$ cat src/rtl/snn_frame_sequencer.sv
// Frame sequencer for the SNN core: synchronises input_ready/cfg_ready, issues one frame of
// timestep enables per input_ready rising edge, and accumulates saturating output spike counts.
module snn_frame_sequencer #(
    parameter int N_IN        = 24,
    parameter int N_OUT       = 2,
    parameter int CNT_W       = 8,
    parameter int STEPS_W     = 8,
    parameter int SYNC_STAGES = 2,
    parameter int DRAIN_MAX   = 16
) (
    input  logic                   system_clock,
    input  logic                   reset,
    input  logic                   input_ready,
    input  logic                   cfg_ready,
    input  logic [N_IN-1:0]        spikes_in,
    input  logic [STEPS_W-1:0]     num_steps,
    input  logic                   snn_out_valid,
    input  logic [N_OUT-1:0]       snn_output_spikes,
    output logic                   snn_enable,
    output logic [N_IN-1:0]        snn_spikes,
    output logic [N_OUT*CNT_W-1:0] spike_counts,
    output logic [N_OUT-1:0]       overflow,
    output logic                   busy,
    output logic                   frame_done,
    output logic                   frame_abort
);
    localparam logic [1:0] S_IDLE  = 2'd0;
    localparam logic [1:0] S_RUN   = 2'd1;
    localparam logic [1:0] S_DRAIN = 2'd2;
    localparam logic [1:0] S_DONE  = 2'd3;
    localparam int DW = $clog2(DRAIN_MAX + 1);
    localparam logic [CNT_W-1:0] CNT_MAX = {CNT_W{1'b1}};

    logic [SYNC_STAGES-1:0] ir_sync_q, cr_sync_q;
    logic ir_s, cr_s, ir_d_q, start_s;
    logic [1:0] state_q, state_d;
    logic [STEPS_W-1:0] steps_q, steps_d, step_cnt_q, step_cnt_d, valid_cnt_q, valid_cnt_d;
    logic [DW-1:0] drain_cnt_q, drain_cnt_d;
    logic enable_q, enable_d, busy_q, busy_d, done_q, done_d, abort_q, abort_d;
    logic [N_IN-1:0] spikes_q, spikes_d;
    logic [N_OUT*CNT_W-1:0] counts_q, counts_d, counts_acc_s;
    logic [N_OUT-1:0] ovf_q, ovf_d, ovf_acc_s;
    logic [STEPS_W-1:0] valid_acc_s;
    logic active_s, count_en_s, complete_s;

    assign ir_s    = ir_sync_q[SYNC_STAGES-1];
    assign cr_s    = cr_sync_q[SYNC_STAGES-1];
    assign start_s = ir_s & ~ir_d_q & cr_s;

    // Synchronisers and input_ready edge detector; the edge flop runs in every state so
    // edges seen outside IDLE are consumed rather than queued.
    always_ff @(posedge system_clock or posedge reset) begin
        if (reset) begin
            ir_sync_q <= '0;
            cr_sync_q <= '0;
            ir_d_q    <= 1'b0;
        end else begin
            ir_sync_q <= {ir_sync_q[SYNC_STAGES-2:0], input_ready};
            cr_sync_q <= {cr_sync_q[SYNC_STAGES-2:0], cfg_ready};
            ir_d_q    <= ir_s;
        end
    end

    assign active_s   = (state_q == S_RUN) || (state_q == S_DRAIN);
    assign count_en_s = active_s && snn_out_valid && (valid_cnt_q != steps_q);

    // Saturating per-channel spike accumulation for this cycle's SNN result.
    always_comb begin
        counts_acc_s = counts_q;
        ovf_acc_s    = ovf_q;
        valid_acc_s  = valid_cnt_q;
        if (count_en_s) begin
            valid_acc_s = valid_cnt_q + STEPS_W'(1);
            for (int i = 0; i < N_OUT; i++) begin
                if (!snn_output_spikes[i]) begin
                    counts_acc_s[i*CNT_W +: CNT_W] = counts_q[i*CNT_W +: CNT_W];
                end else if (counts_q[i*CNT_W +: CNT_W] == CNT_MAX) begin
                    ovf_acc_s[i] = 1'b1;
                end else begin
                    counts_acc_s[i*CNT_W +: CNT_W] = counts_q[i*CNT_W +: CNT_W] + CNT_W'(1);
                end
            end
        end else begin
            valid_acc_s = valid_cnt_q;
        end
    end

    assign complete_s = active_s && (valid_acc_s == steps_q);

    // Frame state machine; cfg_ready loss outranks completion, completion outranks drain timeout.
    always_comb begin
        state_d     = state_q;
        steps_d     = steps_q;
        step_cnt_d  = step_cnt_q;
        valid_cnt_d = valid_cnt_q;
        drain_cnt_d = drain_cnt_q;
        spikes_d    = spikes_q;
        counts_d    = counts_q;
        ovf_d       = ovf_q;
        enable_d    = 1'b0;
        done_d      = 1'b0;
        abort_d     = 1'b0;
        case (state_q)
            S_IDLE: begin
                if (start_s) begin
                    spikes_d    = spikes_in;
                    steps_d     = num_steps;
                    counts_d    = '0;
                    ovf_d       = '0;
                    valid_cnt_d = '0;
                    drain_cnt_d = '0;
                    if (num_steps != '0) begin
                        state_d    = S_RUN;
                        step_cnt_d = STEPS_W'(1);
                        enable_d   = 1'b1;
                    end else begin
                        state_d    = S_DONE;
                        step_cnt_d = '0;
                        done_d     = 1'b1;
                    end
                end else begin
                    state_d = S_IDLE;
                end
            end
            S_RUN, S_DRAIN: begin
                counts_d    = counts_acc_s;
                ovf_d       = ovf_acc_s;
                valid_cnt_d = valid_acc_s;
                if (!cr_s || (state_q == S_DRAIN && !complete_s &&
                              drain_cnt_q == DW'(DRAIN_MAX - 1))) begin
                    state_d  = S_IDLE;
                    counts_d = '0;
                    ovf_d    = '0;
                    abort_d  = 1'b1;
                end else if (complete_s) begin
                    state_d = S_DONE;
                    done_d  = 1'b1;
                end else if (state_q == S_DRAIN) begin
                    drain_cnt_d = drain_cnt_q + DW'(1);
                end else if (step_cnt_q == steps_q) begin
                    state_d     = S_DRAIN;
                    drain_cnt_d = '0;
                end else begin
                    step_cnt_d = step_cnt_q + STEPS_W'(1);
                    enable_d   = 1'b1;
                end
            end
            S_DONE: begin
                state_d = S_IDLE;
            end
            default: begin
                state_d = S_IDLE;
            end
        endcase
        busy_d = (state_d == S_RUN) || (state_d == S_DRAIN);
    end

    // Frame state and registered outputs.
    always_ff @(posedge system_clock or posedge reset) begin
        if (reset) begin
            state_q     <= S_IDLE;
            steps_q     <= '0;
            step_cnt_q  <= '0;
            valid_cnt_q <= '0;
            drain_cnt_q <= '0;
            spikes_q    <= '0;
            counts_q    <= '0;
            ovf_q       <= '0;
            enable_q    <= 1'b0;
            busy_q      <= 1'b0;
            done_q      <= 1'b0;
            abort_q     <= 1'b0;
        end else begin
            state_q     <= state_d;
            steps_q     <= steps_d;
            step_cnt_q  <= step_cnt_d;
            valid_cnt_q <= valid_cnt_d;
            drain_cnt_q <= drain_cnt_d;
            spikes_q    <= spikes_d;
            counts_q    <= counts_d;
            ovf_q       <= ovf_d;
            enable_q    <= enable_d;
            busy_q      <= busy_d;
            done_q      <= done_d;
            abort_q     <= abort_d;
        end
    end

    assign snn_enable   = enable_q;
    assign snn_spikes   = spikes_q;
    assign spike_counts = counts_q;
    assign overflow     = ovf_q;
    assign busy         = busy_q;
    assign frame_done   = done_q;
    assign frame_abort  = abort_q;
endmodule

$ cat config.mk
export PLATFORM = sky130hd
export DESIGN_NAME = snn_frame_sequencer
export DESIGN_NICKNAME = d
export VERILOG_FILES = /design/src/rtl/snn_frame_sequencer.sv
export SDC_FILE = /design/constraint.sdc
export NUM_CORES = 1
export LEC_CHECK = 0
export ABC_AREA = 1
export CORE_MARGIN = 2
export CORE_UTILIZATION = 40
export DETAILED_ROUTE_END_ITERATION = 12
export PLACE_DENSITY = 0.67
export SLEW_MARGIN = 20
export SYNTH_ARGS = -nofsm -noshare
export SYNTH_HDL_FRONTEND = slang
export SYNTH_SLANG_ARGS = --single-unit
$ cat constraint.sdc
create_clock -name system_clock -period 2.5 [get_ports system_clock]
set_input_delay 0.25 -clock system_clock [delete_from_list [all_inputs] [get_ports system_clock]]
set_output_delay 0.25 -clock system_clock [all_outputs]
set_load 0.005 [all_outputs]
==> results.py, run 1 <==
metrics = {
    "logic_synthesis": {
        "synth.largest_area_cell": "dfrtp_1",
        "ys_top_cells_by_count": "nand2_1, dfrtp_1, inv_1",
        "synthCells": 580,
        "synth_area_leaders": "dfrtp_1, nand2_1, inv_1, nand3_1, nor2_1",
        "synth_edf_count": 0,
        "yosysMostFrequentCell": "nand2_1",
        "yosysWarnings": 0,
        "syn_area_per_cell_um2": 7.69,
        "yosys.area.top_type_share": 0.460,
        "ys_seq_elements": 82,
        "synth.distinct_cells": 35,
        "ys_seq_area_frac": 0.460,
        "synthesis.area_mm2": 0.00446,
        "synthFlopType": "dfrtp_1",
        "synthArstFlopShare": 1.00,
        "syn_nets": 629,
    },
    "place": {
        "gp_congestion": 0.849,
        "placed_area_mm2": 0.00575,
        "dpl.hpwl_mm": 7.84,
        "io_buffer_count": 84,
    },
    "sta": {
        "fmax_ghz": 0.394,
        "finClkSkew_ns": 0.0154,
        "hold_viol_final": 0,
        "min_period_over_period": 1.02,
        "post-route-min-period_ns": 2.54,
        "slew_viol_final": 0,
        "fin_tns_setup_ns": -0.428,
        "report.final.setup_viol": 20,
        "fin_hold_ws_ns": 0.214,
        "tightest_slew_ns": 0.551,
        "slew_headroom": 0.630,
        "rsz0062_at_grt": "true",
        "setup_ws_ns": -0.0383,
    },
    "clock_tree": {
        "clock_sinks": 82,
        "cts-root-buf": "clkbuf_8",
        "numCtsBuffers": 9,
        "htree_levels": 3,
        "clkTransAtPathRegs_ns": 0.09,
        "clockBufferDepth": 2,
        "tritoncts": "yes",
        "clk_latency_ns": 0.35,
    },
    "critical_path": {
        "cpPeakStageDelay_ns": 0.37,
        "cpMostUsedCell": "nand2_1",
        "start_kind": "flop",
        "cp-startpoint": "state_q[0]",
        "required_ns": 2.74,
        "end_kind": "flop",
        "rr_startpoint": "state_q[0]",
        "slowest_stage": "dfrtp_1",
        "worstPathArrival_ns": 2.78,
        "crit_chain": "inv_2 -> ha_4 -> nand2_4 -> nor4_4 -> nand3_2 -> nor2_4 -> xnor2_2 -> nor2_2 -> nand2_1 -> nand2_1 -> a211oi_2 -> nand2_4 -> buf_6 -> nand2_1 -> o21ai_2",
        "path_max_fanout": 7,
        "criticalPathCategory": "flop to flop",
    },
    "floorplan": {
        "core_area_mm2": 0.0108,
        "die_h_um": 110,
        "fp.dieArea_mm2": 0.0120,
        "row_count": 38,
        "start_util": 0.411,
        "die_w_um": 110,
        "ios": 85,
    },
    "power": {
        "max-vdd-ir-drop_uv": 287,
        "p_leak_nw": 2.99,
        "power.density_mw_per_mm2": 513,
    },
    "detailed_routing": {
        "vias_per_cell": 4.81,
        "routed_wl_mm": 11.0,
        "wl_per_cell_um": 12.8,
        "ant_nets": 0,
        "drtIter0Drc": 268,
        "drc": 0,
        "drt_pass1_iterations": 5,
        "vias": 4122,
    },
    "layout": {
        "fin_nets": 762,
        "final_layout_size_suffix_gt1_frac": 0.170,
        "finish.utilization": 0.570,
        "num_antenna_cells": 0,
        "syn2layout_area_growth_pct": 38.7,
        "final_area_mm2": 0.00618,
    },
    "flow_run": {
        "maxCapViolations": 0,
    },
    "min_path": {
        "hold_class": "input port to asynchronous set/reset pin",
    },
    "grt": {
        "overflow": 0,
        "grt_pass1_vias": 3923,
        "grt_max_degree": 59,
        "grt_util_all_layers": 0.188,
        "grt_pass1_wl_mm": 17.6,
        "antenna_found_initial": 0,
    },
    "status": {
        "violations": "setup timing",
        "status": "finished with violations",
    },
}
==> sequential cells by signal, indices dropped and copies added, names as in the netlist <==
signal	count
overflow	2
ir_sync_q	2
drain_cnt_q	5
busy	1
snn_enable	1
step_cnt_q	8
state_q	2
snn_spikes	24
frame_done	1
cr_sync_q	2
frame_abort	1
spike_counts	16
ir_d_q	1
steps_q	8
valid_cnt_q	8
==> placed cells by master (no fill, tap or decap), drive strengths merged <==
master,instances
bufinv,1
nor2,43
a31oi,3
inv,63
or4,2
buf,50
nand3,39
or2,7
a221oi,2
clkdlybuf4s50,84
dfrtp,82
nor3,7
clkinvlp,2
clkinv,5
nor3b,2
clkbuf,10
ha,10
o211ai,1
nand4,11
xor2,11
xnor2,7
o22ai,5
a21oi,11
o21ai,26
nor4,1
nand2,229
a211oi,2
nand3b,1
==> critical path: cells and delay by family, from the launching register on <==
family | cells | cell delay, ns
simple gates | 9 | 1.10
flops | 1 | 0.37
compound gates | 2 | 0.33
fa+ha+maj | 1 | 0.29
buf+inv | 2 | 0.20
xor+xnor | 1 | 0.14
==> metal layers <==
metal	part of all wire	vias up	wire length, µm	global-route usage
li1	-	2102	-	-
met1	0.44	1899	4830	0.238
met2	0.49	104	5360	0.311
met3	0.053	17	582	0.0445
met4	0.017	0	186	0.0696
met5	0	-	0	0
==> per-stage QoR <==
| stage | std cells | setup slack (ns) | power (mW) |
|---|---|---|---|
| after floorplan | 580 | 0.0213 | 1.82 |
| after global placement | 835 | -0.114 | 2.19 |
| after detailed placement | 835 | -0.207 | 2.20 |
| after CTS | 852 | -0.00756 | 3.19 |
| after global routing | 857 | -0.180 | 3.36 |
| final | 857 | -0.0383 | 3.17 |
==> power breakdown <==
part	internal, mW	leakage, nW	total [mW]	switching (mW)
registers	1.44	1.07	1.52	0.0835
logic	0.378	1.82	0.704	0.326
clock network	0.480	0.0941	0.949	0.470
==> cell type report <==
type                    instances  area, µm²
clock buffers                  10        138
repair buffers                134       1250
clock inverters                 5       55.1
inverters                      66        256
well taps                     140        175
fillers                       967       4660
flip-flops and latches         82       2050
multi-input cells             420       2260
==> path summary, 6_finish.rpt <==
| kind | end | slack (ns) | cells past startpoint |
|---|---|---|---|
| max in group asynchronous | frame_abort | 1.63 | 3 |
| worst max register to register | step_cnt_q[4] | -0.04 | 15 |
| min in group system_clock | ir_sync_q[0] | 0.34 | 1 |
| worst max-delay path | step_cnt_q[4] | -0.04 | 15 |
| worst min-delay path | snn_spikes[5] | 0.21 | 2 |
| worst min register to register | cr_sync_q[1] | 0.35 | 0 |
==> cell families after synthesis <==
kind of cell / Yosys count / share of synthesized area
AO/OA/AOI/OAI: 50 / 0.0679
XOR/XNOR: 18 / 0.0354
buffers and inverters: 79 / 0.0744
flip-flops: 82 / 0.460
adder cells (fa/ha/maj): 10 / 0.0281
AND/OR/NAND/NOR: 341 / 0.334
==> what timing repair did <==
action,CTS,global route
hold buffers,0,0
buffers inserted,2,3
gates cloned,0,2
gates resized for setup,10,33
pin swaps,5,14
setup endpoints to repair,30,32
Power figures use the tool's default switching activity.
==> inputs of run 2 (changes only) <==
- CELL_PAD_IN_SITES_DETAIL_PLACEMENT: not set -> 1
- CELL_PAD_IN_SITES_GLOBAL_PLACEMENT: not set -> 1
- CORE_UTILIZATION: 40 -> 34
- PLACE_DENSITY: 0.67 -> not set
- PLACE_DENSITY_LB_ADDON: not set -> 0.1
==> results.py, run 2 (synthesized netlist as in run 1, its figures left out) <==
metrics = {
    "status": {
        "status": "finished with violations",
        "violations": "setup timing",
    },
    "detailed_routing": {
        "drt_pass1_iterations": 4,
        "routed_wl_mm": 14.3,
        "vias_per_cell": 4.84,
        "wl_per_cell_um": 15.5,
        "ant_nets": 0,
        "vias": 4457,
        "drtIter0Drc": 215,
        "drc": 0,
    },
    "power": {
        "power.density_mw_per_mm2": 547,
        "max-vdd-ir-drop_uv": 357,
        "p_leak_nw": 3.19,
        "p_total_mw": 3.68,
    },
    "grt": {
        "grt_pass1_vias": 4887,
        "grt_max_degree": 83,
        "grt_util_all_layers": 0.210,
        "overflow": 0,
        "grt_pass1_wl_mm": 23.8,
        "antenna_found_initial": 0,
    },
    "floorplan": {
        "die_h_um": 119,
        "start_util": 0.350,
        "fp.dieArea_mm2": 0.0140,
        "ios": 85,
        "row_count": 41,
        "core_area_mm2": 0.0127,
        "die_w_um": 119,
    },
    "layout": {
        "finish.utilization": 0.529,
        "largest_register_ffs": 24,
        "syn2layout_area_growth_pct": 50.8,
        "final_layout_size_suffix_gt1_frac": 0.240,
        "fin_nets": 794,
        "num_antenna_cells": 0,
        "final_common_cell": "nand2_1",
        "final_area_mm2": 0.00672,
        "mostFrequentLayoutCells": "nand2_1, clkdlybuf4s50_1, dfrtp_1",
    },
    "critical_path": {
        "reg2regPathDepth": 17,
        "path_max_fanout": 8,
        "worstPathArrival_ns": 2.90,
        "reg2reg_to": "spike_counts[15]",
        "criticalPathCategory": "flop to flop",
        "crit_chain": "inv_1 -> ha_4 -> nand2_4 -> nor4_4 -> nand2_1 -> nand2_2 -> nand2_2 -> nand2_2 -> nand3_2 -> nor2_4 -> nand3_2 -> nand2_4 -> nand3_1 -> nand4_1 -> buf_6 -> nand2_1 -> nand2_1",
        "start_kind": "flop",
        "end_kind": "flop",
        "required_ns": 2.78,
        "critPathBufInv": 2,
        "path_delay_family": "simple AND/OR/NAND/NOR gates",
        "rr_startpoint": "state_q[1]",
        "timing.reg2reg.setup_slack_ns": -0.12,
        "cpPeakStageDelay_ns": 0.35,
        "slowest_stage": "dfrtp_1",
    },
    "place": {
        "io_buffer_count": 84,
        "placed_area_mm2": 0.00597,
        "gp_congestion": 0.822,
        "dpl.hpwl_mm": 9.76,
    },
    "sta": {
        "fin_hold_ws_ns": 0.330,
        "fmax_ghz": 0.381,
        "slew_headroom": 0.495,
        "tightest_slew_ns": 0.751,
        "slew_viol_final": 0,
        "setup_ws_ns": -0.122,
        "report.final.setup_viol": 33,
        "post-route-min-period_ns": 2.62,
        "min_period_over_period": 1.05,
        "finClkSkew_ns": 0.00484,
        "hold_viol_final": 0,
        "rsz0062_at_grt": "true",
    },
    "clock_tree": {
        "hold_buffers": 0,
        "clock_sinks": 82,
        "tritoncts": "yes",
        "cts-root-buf": "clkbuf_16",
        "clockBufferDepth": 2,
        "clkTransAtPathRegs_ns": 0.06,
        "numCtsBuffers": 9,
        "htree_levels": 3,
        "clk_latency_ns": 0.34,
    },
    "flow_run": {
        "maxCapViolations": 0,
    },
    "min_path": {
        "hold_class": "input port to asynchronous set/reset pin",
    },
}
-- run 2: cell types whose count changed in the layout (fill, tap and decap cells not counted), sizes merged --
| cell | change |
|---|---|
| nand2 | +2 |
| buf | +30 |
-- run 2: layout make-up --
class	instances	area, µm²
clock buffers	10	239
inverters	66	256
flip-flops and latches	82	2050
clock inverters	5	55.1
fillers	1574	6000
multi-input cells	422	2410
repair buffers	164	1490
well taps	172	215
-- run 2: routing by layer --
layer	wire, µm	vias to the layer above	GRT usage
li1	-	2167	-
met1	6380	2183	0.262
met2	6970	87	0.358
met3	664	20	0.0458
met4	278	0	0.0781
met5	0	-	0
-- run 2: how the worst max path moves through the flow --
stage | from | to | slack, ns | cells after the start
2_1_floorplan | state_q[1] | step_cnt_q[0] | 0.02 | 16
3_3_place_gp | steps_q[4] | drain_cnt_q[2] | -0.14 | 22
3_5_place_dp | state_q[0] | spike_counts[9] | -0.22 | 15
4_1_cts | valid_cnt_q[2] | spike_counts[9] | -0.07 | 20
5_1_grt | state_q[1] | spike_counts[14] | -0.31 | 17
6_report | state_q[1] | spike_counts[15] | -0.12 | 17
-- run 2: timing repair --
| action | in CTS | in global routing |
|---|---|---|
| setup endpoints to repair | 31 | 37 |
| setup buffers | 8 | 4 |
| gates cloned | 4 | 0 |
| pin swaps | 15 | 20 |
| gates resized for setup | 60 | 28 |
-- run 2: power by group --
part | switching [mW] | total [mW] | leakage, nW | internal (mW)
sequential | 0.0803 | 1.52 | 1.07 | 1.44
combinational | 0.393 | 0.823 | 1.98 | 0.431
clock | 0.546 | 1.34 | 0.140 | 0.792
total | 1.02 | 3.68 | 3.19 | 2.66
-- run 2: through the flow --
stage / setup TNS (ns) / std cells / worst slack (ns)
after floorplan: 0 / 580 / 0.0213
after global placement: -2.92 / 890 / -0.138
after detailed placement: -3.75 / 890 / -0.223
after CTS: -1.53 / 917 / -0.0698
after global routing: -9.31 / 921 / -0.310
final: -2.89 / 921 / -0.122
-- run 2: worst min-delay path, stage by stage --
cell and delay, ns:
clkdlybuf4s50_1 0.42, clkinv_2 0.06, buf_12 0.36
